**config.mk**
```make
export PLATFORM = sky130hd
export DESIGN_NAME = lamp_driver
export DESIGN_NICKNAME = d
export VERILOG_FILES = /design/src/rtl/intersection_pkg.sv /design/src/rtl/lamp_driver_phase_filter.sv /design/src/rtl/lamp_driver.sv
export SDC_FILE = /design/constraint.sdc
export NUM_CORES = 1
export LEC_CHECK = 0
export CAP_MARGIN = 20
export CORE_ASPECT_RATIO = 0.75
export CORE_MARGIN = 2
export CORE_UTILIZATION = 39
export DETAILED_ROUTE_END_ITERATION = 7
export HOLD_SLACK_MARGIN = 0.06
export PLACE_DENSITY = 0.67
export REMOVE_ABC_BUFFERS = 1
export SLEW_MARGIN = 0
export SYNTH_ARGS = -nofsm -noshare
export SYNTH_HDL_FRONTEND = slang
export SYNTH_SLANG_ARGS = --single-unit
```
**constraint.sdc**
```tcl
create_clock -name clk -period 2.72 [get_ports clk]
set_input_delay 0.408 -clock clk [delete_from_list [all_inputs] [get_ports clk]]
set_output_delay 0.408 -clock clk [all_outputs]
set_load 0.05 [all_outputs]
```
**src/rtl/intersection_pkg.sv**
```systemverilog
// Shared intersection definitions: phase codes, lamp-driver state encoding,
// lamp bundle types and the phase-to-lamp decode.
package intersection_pkg;

  typedef logic [2:0] phase_t;

  localparam phase_t N_GREEN  = 3'b000;
  localparam phase_t N_YELLOW = 3'b001;
  localparam phase_t RED_1    = 3'b010;
  localparam phase_t E_LEFT   = 3'b011;
  localparam phase_t E_GREEN  = 3'b100;
  localparam phase_t E_YELLOW = 3'b101;
  localparam phase_t RED_2    = 3'b110;
  localparam phase_t N_LEFT   = 3'b111;

  localparam logic [1:0] ST_IDLE  = 2'd0;
  localparam logic [1:0] ST_RUN   = 2'd1;
  localparam logic [1:0] ST_FAULT = 2'd2;

  typedef struct packed {
    logic red;
    logic yel;
    logic grn;
    logic left;
  } lamp_t;

  typedef struct packed {
    lamp_t n;
    lamp_t e;
  } lamps_t;

  localparam lamps_t ALL_RED = lamps_t'(8'b1000_1000);

  // Start from both reds and clear/set only what each phase changes.
  function automatic lamps_t decode_phase(input phase_t code);
    lamps_t l;
    l = ALL_RED;
    case (code)
      N_GREEN:      begin l.n.red = 1'b0; l.n.grn = 1'b1; end
      N_YELLOW:     begin l.n.red = 1'b0; l.n.yel = 1'b1; end
      E_LEFT:       l.e.left = 1'b1;
      E_GREEN:      begin l.e.red = 1'b0; l.e.grn = 1'b1; end
      E_YELLOW:     begin l.e.red = 1'b0; l.e.yel = 1'b1; end
      N_LEFT:       l.n.left = 1'b1;
      default:      l = ALL_RED;
    endcase
    return l;
  endfunction

endpackage

```
**src/rtl/lamp_driver_phase_filter.sv**
```systemverilog
// Debounce filter for the incoming phase code: a code is reported valid once
// it has been sampled identically on STABLE_CYC consecutive edges.
module phase_filter
  import intersection_pkg::*;
#(
  parameter int STABLE_CYC = 3
) (
  input  logic   clk,
  input  logic   reset,
  input  phase_t phase_in,
  output logic   code_valid,
  output phase_t code_out,
  output phase_t stable_code
);

  localparam int CW = $clog2(STABLE_CYC + 1);

  phase_t        samp_q, samp_d;
  phase_t        stable_q, stable_d;
  logic [CW-1:0] cnt_q, cnt_d;

  // NOTE: every always_comb output gets a default first so no path can infer a latch.
  always_comb begin
    samp_d = phase_in;
    cnt_d  = CW'(1);
    if (phase_in == samp_q) begin
      cnt_d = (cnt_q == CW'(STABLE_CYC)) ? cnt_q : cnt_q + CW'(1);
    end
    // Validity includes the current sample so acceptance lands on the last stable edge.
    code_valid = (cnt_d == CW'(STABLE_CYC));
    code_out   = phase_in;
    stable_d   = code_valid ? phase_in : stable_q;
  end

  // NOTE: sequential state uses non-blocking assignments only.
  always_ff @(posedge clk) begin
    if (reset) begin
      samp_q   <= N_GREEN;
      cnt_q    <= '0;
      stable_q <= N_GREEN;
    end else begin
      samp_q   <= samp_d;
      cnt_q    <= cnt_d;
      stable_q <= stable_d;
    end
  end

  assign stable_code = stable_q;

endmodule

```
**src/rtl/lamp_driver.sv**
```systemverilog
// Lamp driver: sequence-checks filtered phase codes, decodes them to North/East
// lamps, and flashes both reds while latched in FAULT until cleared at N_GREEN.
module lamp_driver
  import intersection_pkg::*;
#(
  parameter int STABLE_CYC = 3,
  parameter int FLASH_DIV  = 25000000
) (
  input  logic       clk,
  input  logic       reset,
  input  logic [2:0] phase_in,
  input  logic       fault_clr,
  output logic       n_red,
  output logic       n_yel,
  output logic       n_grn,
  output logic       n_left,
  output logic       e_red,
  output logic       e_yel,
  output logic       e_grn,
  output logic       e_left,
  output logic       fault
);

  localparam int FCW = $clog2(FLASH_DIV + 1);

  logic       code_valid;
  phase_t     code_out;
  phase_t     stable_code;

  logic [1:0]     state_q, state_d;
  phase_t         cur_q, cur_d;
  logic [FCW-1:0] flash_cnt_q, flash_cnt_d;
  logic           flash_on_q, flash_on_d;
  lamps_t         lamps_q, lamps_d;
  logic           fault_q, fault_d;

  phase_filter #(.STABLE_CYC(STABLE_CYC)) u_filter (
    .clk        (clk),
    .reset      (reset),
    .phase_in   (phase_in),
    .code_valid (code_valid),
    .code_out   (code_out),
    .stable_code(stable_code)
  );

  always_comb begin
    state_d = state_q;
    cur_d   = cur_q;
    case (state_q)
      ST_IDLE: begin
        if (code_valid) begin
          cur_d   = code_out;
          state_d = ST_RUN;
        end
      end
      ST_RUN: begin
        if (code_valid && code_out != cur_q) begin
          if (code_out == cur_q + 3'd1) cur_d   = code_out;
          else                          state_d = ST_FAULT;
        end
      end
      ST_FAULT: begin
        if (fault_clr && stable_code == N_GREEN) begin
          cur_d   = N_GREEN;
          state_d = ST_RUN;
        end
      end
      default: state_d = ST_IDLE;
    endcase
  end

  // Outside FAULT the counter parks at 0 with the flash phase "on", so entry starts lit.
  always_comb begin
    flash_cnt_d = '0;
    flash_on_d  = 1'b1;
    if (state_q == ST_FAULT) begin
      if (flash_cnt_q == FCW'(FLASH_DIV - 1)) begin
        flash_on_d = ~flash_on_q;
      end else begin
        flash_cnt_d = flash_cnt_q + FCW'(1);
        flash_on_d  = flash_on_q;
      end
    end
  end

  always_comb begin
    lamps_d = ALL_RED;
    fault_d = (state_q == ST_FAULT);
    case (state_q)
      ST_RUN:   lamps_d = decode_phase(cur_q);
      ST_FAULT: begin
        lamps_d       = '0;
        lamps_d.n.red = flash_on_q;
        lamps_d.e.red = flash_on_q;
      end
      default:  lamps_d = ALL_RED;
    endcase
  end

  always_ff @(posedge clk) begin
    if (reset) begin
      state_q     <= ST_IDLE;
      cur_q       <= N_GREEN;
      flash_cnt_q <= '0;
      flash_on_q  <= 1'b1;
      lamps_q     <= ALL_RED;
      fault_q     <= 1'b0;
    end else begin
      state_q     <= state_d;
      cur_q       <= cur_d;
      flash_cnt_q <= flash_cnt_d;
      flash_on_q  <= flash_on_d;
      lamps_q     <= lamps_d;
      fault_q     <= fault_d;
    end
  end

  assign n_red  = lamps_q.n.red;
  assign n_yel  = lamps_q.n.yel;
  assign n_grn  = lamps_q.n.grn;
  assign n_left = lamps_q.n.left;
  assign e_red  = lamps_q.e.red;
  assign e_yel  = lamps_q.e.yel;
  assign e_grn  = lamps_q.e.grn;
  assign e_left = lamps_q.e.left;
  assign fault  = fault_q;

endmodule

```
# --- Word-level counts from Yosys, hierarchy flattened ---
# Cells that the tools add are included.
word_totals:
  ff_bits: 48
  in_bits: 6
  output_inout_bits: 9
  word_cells: 72
classes:
  add_sub_neg: 3
  n_eq_ne: 18
  mux: 21
  bitwise_logic: 2
  reduce_logical: 12
op_table:
  columns: ["operator", "n"]
  rows:
  - ["$add 25x1->25 const B", 1]
  - ["$eq 25x25->1 const B", 1]
  - ["$pmux 8 s2", 1]
  - ["$mux 2", 6]
  - ["$mux 3", 4]
  - ["$eq 3x3->1 const B", 3]
  - ["$pmux 3 s3", 1]
  - ["$mux 1", 8]
  - ["$ne 2x2->1 const B", 4]
  - ["$eq 2x2->1 const B", 3]
  - ["$eq 3x3->1", 2]
  - ["$logic_not 3->1", 2]
  - ["$pmux 2 s3", 1]
  - ["$reduce_or 2->1", 3]
  - ["$reduce_and 5->1", 1]
  - ["$reduce_and 4->1", 1]
  - ["$add 3x1->3 const B", 1]
  - ["$eq 3x1->1 const B", 1]
  - ["$eq 3x2->1 const B", 1]
  - ["$ne 3x3->1", 1]
  - ["$reduce_bool 3->1", 1]
  - ["$reduce_or 3->1", 1]
  - ["$add 2x1->2 const B", 1]
  - ["$eq 2x1->1 const B", 1]
  - ["4 further kinds", 6]

# --- Longest topological paths before layout ---
depth:
  depth_word: 7
  depth_mapped: 8
  depth_no_buf: 7

# --- Hierarchy ---
# From an unflattened synthesis, not the netlist that was laid out.
unflattened:
  hier_cells: 243
  hier_area_um2: 2224.6
modules_own_cells:
  columns: ["module", "instances", "cells_per_inst", "area_per_inst_um2", "seq_area_each_um2"]
  rows:
  - ["lamp_driver", 1, 213, 1905.6, 800.8]
  - ["phase_filter", 1, 30, 319.1, 160.2]

# --- Worst setup path before layout ---
# OpenSTA, ideal clock, no wires.
synth_path:
  path_kind: "input port to flip-flop"
  start: "in phase_in[1]"
  end: "reg state_q[0]"
  setup_ns: 0.071
  t_arrival_ns: 1.780
  t_required_ns: 2.649
  path_slack_ns: 0.869
  cell_stages: 6
  path_cell_list: "buf_2 > xnor2_4 > nand4_4 > o22a_1 > or4_1 > a21oi_1"
synth_between:
  elab_chain_cells: 6
  elab_cells_between_ends: 10
  classes_between: "7 x eq/ne; 1 x mux; 2 x reduce/logical"
synth_lines:
  columns: ["element", "line_no", "rtl"]
  rows:
  - ["start: declaration", "lamp_driver.sv:11", "input logic [2:0] phase_in,"]
  - ["$eq 3x3->1", "lamp_driver_phase_filter.sv:26", "if (phase_in == samp_q) begin"]
  - ["$mux 2", "lamp_driver_phase_filter.sv:26", null]
  - ["$eq 2x2->1", "lamp_driver_phase_filter.sv:30", "code_valid = (cnt_d == CW'(STABLE_CYC));"]
  - ["$logic_and 1x1->1", "lamp_driver.sv:57", "if (code_valid && code_out != cur_q) begin"]
  - ["$ne 2x2->1 (no source line)", null, null]
  - ["$reduce_and 4->1 (no source line) (*)", null, null]
  - ["end signal: assignment", "lamp_driver.sv:109", "state_q <= state_d;"]
  - ["end: declaration", "lamp_driver.sv:30", "logic [1:0] state_q, state_d;"]
# Mark *: on every way between the ends. The rest lies on a longest branch, timed or not.
# A chain may end at the register's enable or synchronous reset.

# --- Worst setup path after layout ---
layout_path:
  start: "in phase_in[2]"
  end: "reg state_q[0]"
# Same word-level chain as after synthesis.

==> flow_summary_export.csv <==
group,metric,value,unit
status,status,"finished, final reports clean",
worst_setup_path,worstRegToRegCells,7,
clock_tree,h-tree-depth,2,
min_path,min_from,"flash_cnt_q[0]$_SDFF_PP0_",
synthesis,synth-main-ff-cell,"dfxtp_1",
routing,vias_per_cell,4.83,
power_and_ir_drop,powerDensity,551,nW/um^2
floorplan,die_w,90.9,um
synthesis,async_flop_share,0,%
worst_setup_path,cp_max_fo,6,
clock_tree,cts.clk_slew.worst_paths,0.09,ns
sta,relSlewSlack,50.1,%
finish,fin_nets,265,
routing,wl,3.70,mm
global_routing,grt-ovfl-total,0,
worst_setup_path,crit_path_start_kind,"input pin",
routing,dr.first_iter.drc_count,51,
clock_tree,cts_root_buf,"clkbuf_8",
routing,wire_per_inst,11.4,um
sta,setup_tns,0,ns
worst_setup_path,cp-end-kind,"flop",
sta,period_share,78.4,%
worst_setup_path,crit_slowest_cell,"clkdlybuf4s50_1",
synthesis,netlist_area,2210,um^2
placement,dp_hpwl,2.70,mm
synthesis,netlist.area_leader.share,43.5,%
finish,final_core_util,46.8,%
worst_setup_path,required,2.95,ns
power_and_ir_drop,peakVddDrop,0.210,mV
worst_setup_path,crit_chain,"clkdlybuf4s50_1 -> xnor2_4 -> nand4_4 -> o22a_1 -> or4_1 -> a21oi_1",
synthesis,synth.distinct_cells,37,
global_routing,grt_pass1_wl,6.61,mm
placement,gp_congestion,0.778,
clock_tree,clk_latency,0.30,ns
min_path,whs_endpoint,"flash_cnt_q[0]$_SDFF_PP0_",
floorplan,core_area,5410,um^2
synthesis,synthCells,236,
flow_run,maxCapViolCount,0,
floorplan,die_height,69.2,um
worst_setup_path,reg2reg_slack,0.76,ns
routing,ant_nets,0,
min_path,min_path_type,"reg -> reg",
synthesis,synth_top_area_cell,"dfxtp_1",
global_routing,grt_pass1_vias,1513,
synthesis,synth-edff-count,0,
worst_setup_path,crit_family,"simple AND/OR/NAND/NOR gates",
synthesis,ys_seq_elements,48,
floorplan,start_util,40.8,%
clock_tree,cts-resized-gates,0,
finish,area_delta_synth_final,14.7,%
finish,n_antenna_cell,0,
worst_setup_path,rr_endpoint,"flash_cnt_q[22]$_SDFF_PP0_",
synthesis,synthMostInstantiatedCell,"dfxtp_1",
routing,drc,0,
worst_setup_path,crit_arrival,2.36,ns
finish,drive_gt1_share,6.00,%
floorplan,ioPinCount,15,
global_routing,antenna_found_initial,0,
sta,worstMarginPinSlew,0.743,ns
sta,timing.final.crit_period,2.13,ns
synthesis,synth_common_cells,"dfxtp_1 (48), nor2_1 (34), xor2_1 (23), and3_1 (13), nand3_1 (13)",
clock_tree,cts_tree,"yes",
routing,num_vias,1570,
synthesis,yosysWarnings,0,
worst_setup_path,cp_slowest_stage_delay,0.59,ns
synthesis,synth-seq-area-share,43.5,%
sta,finClkSkew,0.0106,ns
routing,dr.pass1.iters,4,
clock_tree,postCtsHoldBufs,0,
global_routing,grt_start_max_net_pins,25,
worst_setup_path,r2r_start,"flash_cnt_q[0]$_SDFF_PP0_",
clock_tree,cts_buffers,5,
synthesis,syn_avg_cell_area,9.36,um^2
floorplan,rows,23,
floorplan,dieArea,6290,um^2
sta,hold_violations,0,
clock_tree,clock_path_buffers,2,
power_and_ir_drop,leakage,0.952,nW
sta,maxSlewViolCount,0,
global_routing,grt_usage,12.8,%
placement,numPortBuffers,14,
min_path,min_path_cells,1,
sta,clock.fmax,0.469,GHz
clock_tree,post_cts_buffers,0,
sta,rsz0062_at_grt,"false",
sta,setup_viol,0,
synthesis,synth_area_leaders,"dfxtp_1 (44%), xor2_1 (9.1%), nor2_1 (5.8%)",
worst_setup_path,crit_type,"in -> reg",
clock_tree,cts_sinks,48,
worst_setup_path,crit_buf_inv,1,
through the flow:
| step | instance area (um^2) | setup WS (ns) | total power, W | hold WS (ns) | std cells |
|---|---|---|---|---|---|
| CTS | 2530 | 0.579 | 0.00142 | 0.452 | 325 |
| global route | 2530 | 0.456 | 0.00147 | 0.470 | 325 |
| floorplan | 2160 | 0.800 | 0.000839 | 0.413 | 226 |
| finish | 2530 | 0.589 | 0.00139 | 0.445 | 325 |
| detailed placement | 2410 | 0.256 | 0.000882 | 0.433 | 317 |
| global placement | 2410 | 0.294 | 0.000879 | 0.427 | 317 |
logic make-up (layout without fill, tap and decap cells):
family	Yosys count	in the layout	synth area share, %
fa+ha+maj	10	10	5.67
xor+xnor	32	32	14.7
compound gates	15	15	4.82
flops	48	48	43.5
simple gates	108	108	26.1
buf+inv	20	34	3.80
mux	3	3	1.36
routing by layer:
layer | global-route usage (%) | share of wire (%)
met1 | 16.5 | 50
met2 | 20.1 | 45
met3 | 3.48 | 3.2
met4 | 5.72 | 1.9
met5 | 0 | 0
worst max path at each step:
stage	startpoint	to	slack, ns	depth (start not counted)
2_1_floorplan	flash_cnt_q[0]$_SDFF_PP0_	flash_cnt_q[10]$_SDFF_PP0_	0.80	6
3_3_place_gp	phase_in[2]	state_q[0]$_SDFFE_PP0P_	0.29	6
3_5_place_dp	phase_in[2]	state_q[0]$_SDFFE_PP0P_	0.26	6
4_1_cts	phase_in[2]	state_q[0]$_SDFFE_PP0P_	0.58	6
5_1_grt	phase_in[1]	state_q[0]$_SDFFE_PP0P_	0.46	6
6_report	phase_in[2]	state_q[0]$_SDFFE_PP0P_	0.59	6
power by group:
group | internal, W | switching (W)
logic | 0.0000579 | 0.0000769
registers | 0.000716 | 0.0000130
clock network | 0.000300 | 0.000230
placed cells by master, fill, tap and decap left out:
cell type	count
nor4_1	1
o41ai_1	2
bufinv_16	1
a21boi_1	1
nor2_1	34
nand4_1	12
dfxtp_1	48
nor2b_1	5
and2_1	4
and3_1	13
nand2b_1	1
mux2i_1	3
a21oi_1	1
or4_1	1
xnor2_4	2
clkdlybuf4s50_1	14
a311o_1	1
xnor2_2	1
nand4_4	1
nor3_1	4
buf_4	2
clkbuf_8	6
xor2_1	23
o22ai_1	1
clkinv_4	1
o22a_1	1
nand3_1	13
nor4_2	1
and4_1	1
nand2_1	11
o21ai_0	4
nor4b_1	2
inv_1	10
ha_1	10
a41oi_1	1
xnor2_1	6
o31ai_1	3
nor3b_1	4
flip-flops by register name (all words and copies together) (netlist names):
name                  cells
flash_cnt_q              25
cur_q                     3
u_filter.samp_q           3
u_filter.stable_code      3
state_q                   2
u_filter.cnt_q            2
e_grn                     1
e_left                    1
e_red                     1
e_yel                     1
fault                     1
flash_on_q                1
n_grn                     1
n_left                    1
n_red                     1
n_yel                     1
final cells by class:
class,count,area [um^2]
clock inverter,2,38.8
multi-input combinational,168,1160
timing repair buffer,16,155
clock buffer,6,82.6
sequential,48,961
tap,75,93.8
fill,547,2880
inverter,10,37.5
(Power assumes the default switching activity.)
==> patch (same settings) <==
Make the reset (`reset`) asynchronous in 2 clocked blocks.
--- a/src/rtl/lamp_driver_phase_filter.sv
+++ b/src/rtl/lamp_driver_phase_filter.sv
@@ -33,7 +33,7 @@
   end
 
   // NOTE: sequential state uses non-blocking assignments only.
-  always_ff @(posedge clk) begin
+  always_ff @(posedge clk or posedge reset) begin
     if (reset) begin
       samp_q   <= N_GREEN;
       cnt_q    <= '0;
--- a/src/rtl/lamp_driver.sv
+++ b/src/rtl/lamp_driver.sv
@@ -97,7 +97,7 @@
     endcase
   end
 
-  always_ff @(posedge clk) begin
+  always_ff @(posedge clk or posedge reset) begin
     if (reset) begin
       state_q     <= ST_IDLE;
       cur_q       <= N_GREEN;
Behaviour: differs if reset is asserted again (counterexample within 10 cycles, from zero or initial values and one cycle with reset high); with reset held inactive, the same outputs for 10 cycles.
==> patch against the unedited design <==
- via count down 3.2%
- utilization is 0.74 points lower
- count of clock-buffer cells in the layout shrank 1
- worst setup slack got worse by 0.030 ns
- final area increased by 4.3%
- synthesized area up 3.9%
- sequential cell count did not move
- routed wire length increased by 5.8%
- critical path type unchanged
- highest routed layer unchanged
Power is not compared: it rests on default switching activity, and its combinational part moved more than twofold at a synthesized area within 25%.
==> patch: results <==
[layout]
n_all_buffers = 20
clkCellAreaFrac = 0.0421
area_share_nonclk_buffers = 0.0701
final_layout_size_suffix_gt1_frac = 0.105
final.fill_count = 551
seq_share = 0.456

[worst_setup_path]
crit_fanout = 5
r2r_setup_slack_ns = 0.67
worstSetupStartpoint = "phase_in[0]"
crit_arrival_ns = 2.34
worstReg2RegEnd = "flash_cnt_q[19]"
crit_end = "state_q[1]"

[route]
drtIter0Drc = 47
vias = 1520
wl_um = 3920

[grt]
track_usage = 0.132
first_global_vias = 1436
grt_max_degree = 29

[run_status]
status = "completed"

[placement]
place.detailed.hpwl_um = 2720

[synthesis]
ys_types = 33
synth-main-ff-cell = "dfrtp_1"
synth_commonest_cells = "45 x dfrtp_1, 37 x nor2_1, 22 x xor2_1"
synth_fa_ha_area_frac = 0.0546
muxShareOfSynthArea = 0.0376
yosys-top-cells-area = "dfrtp_1 49%, xor2_1 8.4%, nor2_1 6.1%, ha_1 5.5%, xnor2_1 3.8%"

[pwr]
finalPower_mw = 2.12

[timing]
finalClockSkew_ns = 0.0109
[patch: worst max-delay path: stages]
cell	delay, ns
clkdlybuf4s50_1	0.51
xnor2_1	0.34
nand4_1	0.24
o22ai_1	0.26
and3_1	0.23
mux2_2	0.35
[patch: through the flow]
| step | setup WS (ns) | utilization | cells | hold slack, ns |
|---|---|---|---|---|
| floorplan | 0.625 | - | 210 | 0.439 |
| global placement | 0.376 | 0.441 | 308 | 0.480 |
| detailed placement | 0.298 | 0.441 | 308 | 0.479 |
| CTS | 0.609 | 0.461 | 316 | 0.491 |
| global route | 0.446 | 0.461 | 316 | 0.527 |
| finish | 0.559 | 0.461 | 316 | 0.481 |
[patch: layer usage]
layer / vias to the layer above / share of wire / track usage / wire length, µm
met3: 7 / 0.041 / 0.0345 / 160
met4: 0 / 0.016 / 0.0498 / 61
met2: 28 / 0.41 / 0.180 / 1590
li1: 764 / - / - / -
met1: 721 / 0.54 / 0.200 / 2100
met5: - / 0 / 0 / 0
